## src/rtl/mips_pkg.sv

```systemverilog
// Shared multicycle MIPS controller definitions: state codes, opcode/funct values,
// ALU control codes and the per-state control word.
package mips_pkg;

    localparam int unsigned OP_W    = 6;
    localparam int unsigned FUNCT_W = 6;
    localparam int unsigned ALUC_W  = 4;
    localparam int unsigned STATE_W = 4;
    localparam int unsigned ALUOP_W = 2;

    typedef enum logic [STATE_W-1:0] {
        S_FETCH   = 4'd0,
        S_DECODE  = 4'd1,
        S_MEMADR  = 4'd2,
        S_MEMRD   = 4'd3,
        S_MEMWB   = 4'd4,
        S_MEMWR   = 4'd5,
        S_EXECUTE = 4'd6,
        S_ALUWB   = 4'd7,
        S_BRANCH  = 4'd8,
        S_ADDIEX  = 4'd9,
        S_ADDIWB  = 4'd10,
        S_JUMP    = 4'd11
    } state_e;

    localparam logic [OP_W-1:0] OP_LW    = 6'b100011;
    localparam logic [OP_W-1:0] OP_SW    = 6'b101011;
    localparam logic [OP_W-1:0] OP_RTYPE = 6'b000000;
    localparam logic [OP_W-1:0] OP_BEQ   = 6'b000100;
    localparam logic [OP_W-1:0] OP_ADDI  = 6'b001000;
    localparam logic [OP_W-1:0] OP_J     = 6'b000010;

    localparam logic [FUNCT_W-1:0] FN_ADD = 6'b100000;
    localparam logic [FUNCT_W-1:0] FN_SUB = 6'b100010;
    localparam logic [FUNCT_W-1:0] FN_AND = 6'b100100;
    localparam logic [FUNCT_W-1:0] FN_OR  = 6'b100101;
    localparam logic [FUNCT_W-1:0] FN_SLT = 6'b101010;
    localparam logic [FUNCT_W-1:0] FN_NOR = 6'b100111;

    localparam logic [ALUC_W-1:0] ALU_AND = 4'b0000;
    localparam logic [ALUC_W-1:0] ALU_OR  = 4'b0001;
    localparam logic [ALUC_W-1:0] ALU_ADD = 4'b0010;
    localparam logic [ALUC_W-1:0] ALU_SUB = 4'b0110;
    localparam logic [ALUC_W-1:0] ALU_SLT = 4'b0111;
    localparam logic [ALUC_W-1:0] ALU_NOR = 4'b1100;

    localparam logic [ALUOP_W-1:0] ALUOP_ADD   = 2'b00;
    localparam logic [ALUOP_W-1:0] ALUOP_SUB   = 2'b01;
    localparam logic [ALUOP_W-1:0] ALUOP_FUNCT = 2'b10;

    typedef struct packed {
        logic               iord;
        logic               alusrca;
        logic [1:0]         alusrcb;
        logic               regdst;
        logic               memtoreg;
        logic [1:0]         pcsrc;
        logic               irwrite;
        logic               regwrite;
        logic               memwrite;
        logic               pcwrite;
        logic               branch;
        logic [ALUOP_W-1:0] aluop;
    } ctrl_t;

    // Moore control word for a state; anything not set stays 0 (ALU defaults to ADD).
    function automatic ctrl_t state_ctrl(input state_e s);
        ctrl_t c;
        c = '0;
        case (s)
            S_FETCH: begin
                c.alusrcb = 2'b01;
                c.irwrite = 1'b1;
                c.pcwrite = 1'b1;
            end
            S_DECODE:            c.alusrcb = 2'b11;
            S_MEMADR, S_ADDIEX: begin
                c.alusrca = 1'b1;
                c.alusrcb = 2'b10;
            end
            S_MEMRD:             c.iord = 1'b1;
            S_MEMWB: begin
                c.memtoreg = 1'b1;
                c.regwrite = 1'b1;
            end
            S_MEMWR: begin
                c.iord     = 1'b1;
                c.memwrite = 1'b1;
            end
            S_EXECUTE: begin
                c.alusrca = 1'b1;
                c.aluop   = ALUOP_FUNCT;
            end
            S_ALUWB: begin
                c.regdst   = 1'b1;
                c.regwrite = 1'b1;
            end
            S_BRANCH: begin
                c.alusrca = 1'b1;
                c.aluop   = ALUOP_SUB;
                c.pcsrc   = 2'b01;
                c.branch  = 1'b1;
            end
            S_ADDIWB:            c.regwrite = 1'b1;
            S_JUMP: begin
                c.pcsrc   = 2'b10;
                c.pcwrite = 1'b1;
            end
            default: ;
        endcase
        return c;
    endfunction

endpackage

```

## src/rtl/multicycle_control_if.sv

```systemverilog
// Controller <-> datapath bundle: instruction fields and Zero in, mux selects and enables out.
interface multicycle_control_if;
    import mips_pkg::*;

    logic [OP_W-1:0]    Op;
    logic [FUNCT_W-1:0] Funct;
    logic               Zero;
    logic [ALUC_W-1:0]  ALUControl;
    logic               ALUSrcA;
    logic [1:0]         ALUSrcB;
    logic               IorD;
    logic               RegDst;
    logic               MemtoReg;
    logic [1:0]         PCSrc;
    logic               IRWrite;
    logic               RegWrite;
    logic               MemWrite;
    logic               PCEn;
    logic               Illegal;
    logic [STATE_W-1:0] State;

    modport master (
        input  Op, Funct, Zero,
        output ALUControl, ALUSrcA, ALUSrcB, IorD, RegDst, MemtoReg, PCSrc,
               IRWrite, RegWrite, MemWrite, PCEn, Illegal, State
    );

    modport slave (
        output Op, Funct, Zero,
        input  ALUControl, ALUSrcA, ALUSrcB, IorD, RegDst, MemtoReg, PCSrc,
               IRWrite, RegWrite, MemWrite, PCEn, Illegal, State
    );

endinterface

```

## src/rtl/alu_decoder.sv

```systemverilog
// ALU control decode from ALUOp and Funct; flags unsupported R-type functs.
module alu_decoder
    import mips_pkg::*;
(
    input  logic [FUNCT_W-1:0] funct_i,
    input  logic [ALUOP_W-1:0] aluop_i,
    output logic [ALUC_W-1:0]  alu_control_c_o,
    output logic               illegal_c_o
);

    always_comb begin
        alu_control_c_o = ALU_ADD;
        illegal_c_o     = 1'b0;
        case (aluop_i)
            ALUOP_SUB: alu_control_c_o = ALU_SUB;
            ALUOP_FUNCT: begin
                case (funct_i)
                    FN_ADD:  alu_control_c_o = ALU_ADD;
                    FN_SUB:  alu_control_c_o = ALU_SUB;
                    FN_AND:  alu_control_c_o = ALU_AND;
                    FN_OR:   alu_control_c_o = ALU_OR;
                    FN_SLT:  alu_control_c_o = ALU_SLT;
                    FN_NOR:  alu_control_c_o = ALU_NOR;
                    default: illegal_c_o     = 1'b1;
                endcase
            end
            default: ;
        endcase
    end

endmodule

```

## src/rtl/multicycle_control.sv

```systemverilog
// Multicycle MIPS controller: Moore FSM with the control word registered alongside the state.
module multicycle_control
    import mips_pkg::*;
(
    input  logic                 clk,
    input  logic                 reset,
    multicycle_control_if.master bus
);

    state_e            state_q;
    state_e            state_d;
    ctrl_t             ctrl_q;
    logic [ALUC_W-1:0] alu_control_c;
    logic              funct_illegal_c;
    logic              op_illegal_c;

    alu_decoder u_alu_decoder (
        .funct_i         (bus.Funct),
        .aluop_i         (ctrl_q.aluop),
        .alu_control_c_o (alu_control_c),
        .illegal_c_o     (funct_illegal_c)
    );

    // Next state; Op/Funct are only consulted in DECODE, MEMADR and EXECUTE.
    always_comb begin
        state_d      = S_FETCH;
        op_illegal_c = 1'b0;
        case (state_q)
            S_FETCH: state_d = S_DECODE;
            S_DECODE: begin
                case (bus.Op)
                    OP_LW, OP_SW: state_d = S_MEMADR;
                    OP_RTYPE:     state_d = S_EXECUTE;
                    OP_BEQ:       state_d = S_BRANCH;
                    OP_ADDI:      state_d = S_ADDIEX;
                    OP_J:         state_d = S_JUMP;
                    default:      op_illegal_c = 1'b1;
                endcase
            end
            S_MEMADR: begin
                if (bus.Op == OP_LW) begin
                    state_d = S_MEMRD;
                end else if (bus.Op == OP_SW) begin
                    state_d = S_MEMWR;
                end
            end
            S_MEMRD:   state_d = S_MEMWB;
            S_EXECUTE: state_d = funct_illegal_c ? S_FETCH : S_ALUWB;
            S_ADDIEX:  state_d = S_ADDIWB;
            default:   state_d = S_FETCH;
        endcase
    end

    always_ff @(posedge clk) begin
        if (reset) begin
            state_q <= S_FETCH;
            ctrl_q  <= state_ctrl(S_FETCH);
        end else begin
            state_q <= state_d;
            ctrl_q  <= state_ctrl(state_d);
        end
    end

    assign bus.ALUControl = alu_control_c;
    assign bus.ALUSrcA    = ctrl_q.alusrca;
    assign bus.ALUSrcB    = ctrl_q.alusrcb;
    assign bus.IorD       = ctrl_q.iord;
    assign bus.RegDst     = ctrl_q.regdst;
    assign bus.MemtoReg   = ctrl_q.memtoreg;
    assign bus.PCSrc      = ctrl_q.pcsrc;
    assign bus.State      = STATE_W'(state_q);

    // Write enables and Illegal are held low for as long as reset is high.
    assign bus.IRWrite  = ctrl_q.irwrite  & ~reset;
    assign bus.RegWrite = ctrl_q.regwrite & ~reset;
    assign bus.MemWrite = ctrl_q.memwrite & ~reset;
    assign bus.PCEn     = (ctrl_q.pcwrite | (ctrl_q.branch & bus.Zero)) & ~reset;
    assign bus.Illegal  = (op_illegal_c | funct_illegal_c) & ~reset;

endmodule

```

## src/flat_wrapper.sv

```systemverilog
// flat-port wrapper written by rule: the top's interface ports become plain ports
module multicycle_control_flat import mips_pkg::*;
  (clk, reset, bus_Op, bus_Funct, bus_Zero, bus_ALUControl, bus_ALUSrcA, bus_ALUSrcB, bus_IorD, bus_RegDst, bus_MemtoReg, bus_PCSrc, bus_IRWrite, bus_RegWrite, bus_MemWrite, bus_PCEn, bus_Illegal, bus_State);
  multicycle_control_if bus_i ();
  input  logic clk;
  input  logic reset;
  input wire logic [$bits(bus_i.Op)-1:0] bus_Op;
  input wire logic [$bits(bus_i.Funct)-1:0] bus_Funct;
  input wire logic [$bits(bus_i.Zero)-1:0] bus_Zero;
  output wire logic [$bits(bus_i.ALUControl)-1:0] bus_ALUControl;
  output wire logic [$bits(bus_i.ALUSrcA)-1:0] bus_ALUSrcA;
  output wire logic [$bits(bus_i.ALUSrcB)-1:0] bus_ALUSrcB;
  output wire logic [$bits(bus_i.IorD)-1:0] bus_IorD;
  output wire logic [$bits(bus_i.RegDst)-1:0] bus_RegDst;
  output wire logic [$bits(bus_i.MemtoReg)-1:0] bus_MemtoReg;
  output wire logic [$bits(bus_i.PCSrc)-1:0] bus_PCSrc;
  output wire logic [$bits(bus_i.IRWrite)-1:0] bus_IRWrite;
  output wire logic [$bits(bus_i.RegWrite)-1:0] bus_RegWrite;
  output wire logic [$bits(bus_i.MemWrite)-1:0] bus_MemWrite;
  output wire logic [$bits(bus_i.PCEn)-1:0] bus_PCEn;
  output wire logic [$bits(bus_i.Illegal)-1:0] bus_Illegal;
  output wire logic [$bits(bus_i.State)-1:0] bus_State;
  assign bus_i.Op = bus_Op;
  assign bus_i.Funct = bus_Funct;
  assign bus_i.Zero = bus_Zero;
  assign bus_ALUControl = bus_i.ALUControl;
  assign bus_ALUSrcA = bus_i.ALUSrcA;
  assign bus_ALUSrcB = bus_i.ALUSrcB;
  assign bus_IorD = bus_i.IorD;
  assign bus_RegDst = bus_i.RegDst;
  assign bus_MemtoReg = bus_i.MemtoReg;
  assign bus_PCSrc = bus_i.PCSrc;
  assign bus_IRWrite = bus_i.IRWrite;
  assign bus_RegWrite = bus_i.RegWrite;
  assign bus_MemWrite = bus_i.MemWrite;
  assign bus_PCEn = bus_i.PCEn;
  assign bus_Illegal = bus_i.Illegal;
  assign bus_State = bus_i.State;
  multicycle_control u_core (.clk(clk), .reset(reset), .bus(bus_i));
endmodule
```

## config.mk

```make
export PLATFORM = sky130hd
export DESIGN_NAME = multicycle_control_flat
export DESIGN_NICKNAME = d
export VERILOG_FILES = /design/src/rtl/mips_pkg.sv /design/src/rtl/multicycle_control_if.sv /design/src/rtl/alu_decoder.sv /design/src/rtl/multicycle_control.sv /design/src/flat_wrapper.sv
export SDC_FILE = /design/constraint.sdc
export NUM_CORES = 1
export LEC_CHECK = 0
export BUFFER_PORTS_ARGS = -buffer_cell sky130_fd_sc_hd__buf_2
export CAP_MARGIN = 20
export CORE_MARGIN = 8
export CORE_UTILIZATION = 45
export DETAILED_ROUTE_END_ITERATION = 6
export GPL_ROUTABILITY_DRIVEN = 0
export PLACE_DENSITY_LB_ADDON = 0.08
export SYNTH_ARGS = -nofsm -noshare
export SYNTH_HDL_FRONTEND = slang
export SYNTH_SLANG_ARGS = --single-unit
```

## constraint.sdc

```tcl
create_clock -name clk -period 2.6 [get_ports clk]
set_input_delay 0.39 -clock clk [delete_from_list [all_inputs] [get_ports clk]]
set_output_delay 0.39 -clock clk [all_outputs]
set_load 0.03 [all_outputs]
```

==> results.toml, run 1 <==
[setup_path]
cp.arrival_ns = 2.55
cp-end-kind = "register"
r2r-start = "u_core.bus.State[0]$_SDFF_PP0_"
cpPeakStageDelay_ns = 0.53
reg2reg_to = "u_core.bus.ALUSrcA$_SDFF_PP0_"
worst_setup_path_start_kind = "register"
worstPathRequired_ns = 2.83
rrSetupSlack_ns = 0.29
path_cells = "or3b_4 -> nor2_1 -> a21boi_0 -> nor3b_1 -> clkbuf_2 -> or4b_4 -> a31oi_1"
cp_slowest_cell = "or4b_4"
worstRegToRegCells = 7
path_max_fanout = 8
worst-setup-path-type = "reg2reg"

[cts]
ctsHoldBuffers = 0
cts-buffers-inserted = 3
cts_setup_buffers = 0
tritoncts = "built"
cts_num_sinks = 17
cts.clk_slew.worst_paths_ns = 0.10
cts.repair.resized = 0
insertion_delay_ns = 0.30
cts_root_buffer = "clkbuf_4"
htreeDepth = 1
clock_path_buffers = 2

[synth]
syn_nets = 137
synth_common_cells = "17 x dfxtp_1, 15 x nor2_1, 7 x nand2_1, 7 x nor3_1, 6 x a21oi_1"
yosysWarnings = 0
yosysTopAreaCell = "dfxtp_1"
netlist_top_cells_area = "dfxtp_1 34%, nor2_1 5.7%, nor3_1 3.5%, nor2b_1 3.2%, a21oi_1 3.0%"
synth_top_area_share_pct = 34.3
ys_seq_elements = 17
ys.flop_type = "dfxtp_1"
yosysMostFrequentCell = "dfxtp_1"
synth_seq_area_share_pct = 34.3
async_reset_ff_share_pct = 0
synth_edf_count = 0
syn-cell-area_um2 = 991
postSynthAreaPerCell_um2 = 8.26
yosysUniqueCellTypes = 46
synth_cells = 120

[route]
wl_um = 2290
wl_met1_um = 1130
vias = 937
viasPerCell = 5.23
route.met3.wl_um = 152
dr_wl_met2_um = 994
drt_iter0_markers = 19
antenna_left = 0
dr.pass1.iters = 4
wl_per_cell_um = 12.8
top_layer = "met4"
drc = 0

[grt]
grt_pass1_wl_um = 3680
antenna_found_initial = 0
grt_pass1_vias = 867
grtUsageTotal_pct = 10.7
overflow = 0
grt_max_degree = 19

[place]
dp_hpwl_um = 1800
place_ws_ns = 0.205
io_buffer_count = 35

[floorplan]
num_rows = 17
die_w_um = 62.9
pin_count = 36
die_h_um = 62.9
core_um2 = 2150
die_area_um2 = 3960
initial_core_util_pct = 46.1

[hold_path]
min_path_type = "in2reg"
whs_endpoint = "u_core.bus.State[3]$_SDFF_PP0_"
worstHoldPathCells = 2
hp-start = "reset"

[status]
status = "complete, no violations"

[final_layout]
drive_gt1_share_pct = 28.5
seq_area_um2 = 340
multi_input_area_um2 = 581
fill_cells = 221
nNetsFinal = 169
num_antenna_cells = 0
area_growth_pct = 19.3

[timing]
worst_slew_pin_slew_ns = 0.540
skew_ns = 0.0101
setup_slack_ns = 0.285
period_needed_ns = 2.32
slew_violations = 0
setup_violations = 0
grt_setup_unrepaired = "false"
max_slew_margin_pct = 63.7
setup_tns_ns = 0
max_freq_mhz = 432
hold_violations = 0
post-route-period-util_pct = 89.0

[power_and_ir_drop]
ir_drop_mv = 0.385
power_uw = 508
leakage_nw = 0.509
p_per_area_nw_per_um2 = 429

[job]
maxCapViolCount = 0
sequential cells by signal, summed over array words and instances (netlist names):
signal,flops
u_core.bus.PCSrc,1
u_core.bus.ALUSrcB,2
u_core.bus.RegDst,1
u_core.bus.MemtoReg,1
u_core.bus.ALUSrcA,1
u_core.ctrl_q,6
u_core.bus.State,4
u_core.bus.IorD,1
power by group:
group	internal (mW)	switching, mW
registers	0.268	0.00459
logic	0.0377	0.0595
clock network	0.0573	0.0807
total	0.363	0.145
how the worst max path moves through the flow:
stage                     cells after the start                       endpoint  slack, ns                            from
after floorplan                               6  u_core.bus.ALUSrcA$_SDFF_PP0_       0.45  u_core.bus.State[0]$_SDFF_PP0_
after global placement                        7  u_core.bus.ALUSrcA$_SDFF_PP0_       0.29                    bus_Funct[1]
after detailed placement                      7  u_core.bus.ALUSrcA$_SDFF_PP0_       0.20                    bus_Funct[1]
after CTS                                     7  u_core.bus.ALUSrcA$_SDFF_PP0_       0.24     u_core.ctrl_q[0]$_SDFF_PP0_
after global routing                          7  u_core.bus.ALUSrcA$_SDFF_PP0_       0.14  u_core.bus.State[0]$_SDFF_PP0_
final                                         7  u_core.bus.ALUSrcA$_SDFF_PP0_       0.29  u_core.bus.State[0]$_SDFF_PP0_
cell type report:
cell class                 instances  area share, %
multi-input combinational         89           49.1
sequential                        17           28.8
timing repair buffer              36           15.2
tap                               28           2.96
clock buffer                       3           1.90
inverter                           5           1.59
clock inverter                     1          0.423
metal layers:
layer / GRT usage, % / up-vias
met5: 0 / -
met2: 17.9 / 23
met4: 1.71 / 0
met3: 4.66 / 2
met1: 12.5 / 416
li1: - / 496
metrics by stage:
step	hold slack [ns]	cell area, µm²	instances	utilization (%)
after floorplan	0.678	991	120	-
after global placement	0.679	1150	174	53.5
after detailed placement	0.697	1150	174	53.5
after CTS	0.448	1180	178	54.8
after global routing	0.486	1180	179	55.0
final	0.447	1180	179	55.0
placed cells by master, fill, tap and decap left out, types with 3 or more instances in the layout:
master | netlist | routed
nand3_1 | 3 | 3
nand2_1 | 7 | 7
a21oi_1 | 6 | 6
o21ai_0 | 3 | 3
buf_2 | 2 | 35
inv_1 | 5 | 5
nor2_1 | 15 | 15
nor2b_1 | 5 | 5
dfxtp_1 | 17 | 17
clkbuf_4 | 0 | 3
nor3_1 | 7 | 7
cell families (layout without fill, tap and decap cells):
logic type	after synthesis	after routing	share of synthesized area, %
compound gates	28	28	20.2
xor+xnor	2	2	1.77
fa+ha+maj	2	2	2.52
buf+inv	14	45	7.07
flops	17	17	34.3
mux	2	2	2.15
simple gates	55	55	31.9
worst max-delay path, delay by kind of cell (launching register included):
kind	cells	cell delay [ns]
buffers and inverters	1	0.18
DFF	1	0.45
and+or+nand+nor	4	1.25
AOI/OAI and AO/OA	2	0.37
Power figures use the tool's default switching activity.
==> run 2, diff against run 1 <==
--- a/config.mk
+++ b/config.mk
@@ -5,6 +5,7 @@
 export SDC_FILE = /design/constraint.sdc
 export NUM_CORES = 1
 export LEC_CHECK = 0
+export ABC_AREA = 1
 export BUFFER_PORTS_ARGS = -buffer_cell sky130_fd_sc_hd__buf_2
 export CAP_MARGIN = 20
 export CORE_MARGIN = 8
@@ -12,6 +13,7 @@
 export DETAILED_ROUTE_END_ITERATION = 6
 export GPL_ROUTABILITY_DRIVEN = 0
 export PLACE_DENSITY_LB_ADDON = 0.08
+export SLEW_MARGIN = 10
 export SYNTH_ARGS = -nofsm -noshare
 export SYNTH_HDL_FRONTEND = slang
 export SYNTH_SLANG_ARGS = --single-unit
==> run 2 against run 1 <==
  * Total power is 2.8% lower
  * Routed wire length is 0.61% lower
  * Sequential power hardly changed
  * Synthesized cell count is 33% higher
  * Sequential share of layout area is 1.5 points lower
  * Worst hold slack worse by 0.010 ns
  * Cell count is 23% higher
  * Fmax is 16% higher
  * Highest routed layer unchanged
==> results.toml, run 2 <==
[floorplan]
num_rows = 17
initial_core_util_pct = 47.5
die_h_um = 64.3
pin_count = 36
die_w_um = 64.3
die_area_um2 = 4130
core_um2 = 2210

[route]
wl_um = 2270
drc = 0
viasPerCell = 4.76
wl_per_cell_um = 10.3
antenna_left = 0
vias = 1051
drt_iter0_markers = 19
dr.pass1.iters = 4

[timing]
setup_violations = 0
worst_slew_pin_slew_ns = 0.284
whs_ns = 0.437
period_needed_ns = 1.99
slew_violations = 0
skew_ns = 0.00490
hold_violations = 0
max_slew_margin_pct = 80.9
setup_tns_ns = 0
post-route-period-util_pct = 76.6
setup_slack_ns = 0.607
max_freq_mhz = 502
grt_setup_unrepaired = "false"

[final_layout]
final_core_util_pct = 56.3
stdcell_area_um2 = 1250
largest_reg_flops = 6
area_growth_pct = 18.7
drive_gt1_share_pct = 29.5
nNetsFinal = 211
num_antenna_cells = 0
mostFrequentLayoutCells = "35 x buf_2, 30 x nor2_1, 24 x nand2_1"
fill_cells = 238
max_flop_register = "u_core.ctrl_q"
final_cell_count_no_fill = 221
layout_commonest_cell = "buf_2"

[cts]
cts.repair.resized = 0
cts.clk_slew.worst_paths_ns = 0.09
insertion_delay_ns = 0.28
clock_path_buffers = 2
ctsHoldBuffers = 0
cts_num_sinks = 17
cts-buffers-inserted = 3
htreeDepth = 1
cts_root_buffer = "clkbuf_4"
cts_setup_buffers = 0
tritoncts = "built"

[hold_path]
min_path_type = "in2reg"
whs_endpoint = "u_core.bus.ALUSrcA$_SDFF_PP0_"
worstHoldPathCells = 2
hp-start = "reset"

[synth]
async_reset_ff_share_pct = 0
synth_seq_area_share_pct = 32.4
ys.flop_type = "dfxtp_1"
yosysUniqueCellTypes = 25
syn_nets = 176
ys_seq_elements = 17
postSynthAreaPerCell_um2 = 6.60
yosys.area_share.simple_pct = 41.7
synth_common_cells = "30 x nor2_1, 24 x nand2_1, 23 x inv_1"
synth-xor-area-share_pct = 0
synth_fa_ha_area_share_pct = 2.38
synth.mux.area_fraction_pct = 0
synth_edf_count = 0
yosysMostFrequentCell = "nor2_1"
netlist_top_cells_area = "dfxtp_1 32%, nor2_1 11%, nand2_1 8.6%, inv_1 8.2%, nand3_1 8.1%"
yosysWarnings = 0
syn-cell-area_um2 = 1050
synth_compound_area_share_pct = 8.46
synth_top_family_by_area = "simple AND/OR/NAND/NOR gates"
yosysTopAreaCell = "dfxtp_1"
synth_cells = 159
synth_top_area_share_pct = 32.4

[setup_path]
cp-end-kind = "primary output"
worstPathRequired_ns = 2.21
reg2reg_to = "u_core.bus.ALUSrcA$_SDFF_PP0_"
crit_buf_inv = 2
r2r-start = "u_core.bus.State[0]$_SDFF_PP0_"
cpMostUsedCell = "nor2_1"
crit_family = "simple AND/OR/NAND/NOR gates"
rrSetupSlack_ns = 1.02
path_max_fanout = 5
worst_setup_path_start_kind = "register"
cpPeakStageDelay_ns = 0.45
worst-setup-path-type = "reg2out"
cp.arrival_ns = 1.60
path_cells = "inv_2 -> nor2_1 -> nand2_1 -> nor3_1 -> nor2_1 -> nor2_1 -> buf_2"
worstRegToRegCells = 11
cp_slowest_cell = "dfxtp_1"

[job]
maxCapViolCount = 0

[grt]
top_usage_layer = "met2"
overflow = 0
grtUsageTotal_pct = 11.1
grt_pass1_wl_um = 3910
use_met2_pct = 18.5
grt_pass1_vias = 971
antenna_found_initial = 0
grt_max_degree = 15
met1_usage_pct = 12.5
grt_util_met3_pct = 5.05

[power_and_ir_drop]
ir_drop_mv = 0.374
power_uw = 493
p_per_area_nw_per_um2 = 396
leakage_nw = 0.680

[place]
dp_cells = 217
dp_hpwl_um = 1930
io_buffer_count = 35
placed_area_um2 = 1220
place_ws_ns = 0.768

[status]
status = "complete, no violations"
-- run 2: cell count changes in the layout (fill, tap and decap cells not counted), sizes merged, moves of 4 or more --
cell / before / now
nor2: 15 / 34
nand3: 3 / 20
inv: 5 / 29
o21ai: 3 / 7
nor2b: 5 / 0
nand2: 7 / 27
-- run 2: power breakdown --
group | internal, mW | switching, mW
Sequential | 0.267 | 0.00425
Clock | 0.0571 | 0.0724
Combinational | 0.0305 | 0.0619
Total | 0.355 | 0.139
-- run 2: worst register-to-register path: cells and delay by family, from the launching register on --
kind,cells,cell delay (ns)
buf+inv,2,0.14
flops,1,0.45
simple gates,9,0.89
-- run 2: kinds of logic (layout without fill, tap and decap cells) --
kind of cell,Yosys count,in the layout
simple gates,90,90
buf+inv,36,70
flops,17,17
fa+ha+maj,2,2
compound gates,14,14
-- run 2: worst max-delay path by stage --
stage                                         from                 to  slack (ns)  cells after the start
global placement                      bus_Funct[4]  bus_ALUControl[2]        0.80                      9
floorplan                             bus_Funct[4]  bus_ALUControl[1]        0.64                      7
global route        u_core.bus.State[0]$_SDFF_PP0_        bus_Illegal        0.41                      7
finish              u_core.bus.State[0]$_SDFF_PP0_        bus_Illegal        0.61                      7
detailed placement                    bus_Funct[4]  bus_ALUControl[2]        0.77                      9
CTS                 u_core.bus.State[0]$_SDFF_PP0_        bus_Illegal        0.57                      7
-- run 2: layout make-up --
cell class	count	area (µm²)	area share, %
clock buffer	3	22.5	1.81
multi-input combinational	106	552	44.3
tap	28	35.0	2.81
timing repair buffer	35	175	14.1
clock inverter	1	5.00	0.402
sequential	17	340	27.3
inverter	31	116	9.34
-- run 2: per-layer routing --
metal  routed length (µm)  up-vias
met1                 1050      455
met3                  176        2
met2                 1020       27
met4                   19        0
met5                    0        -
li1                     -      567
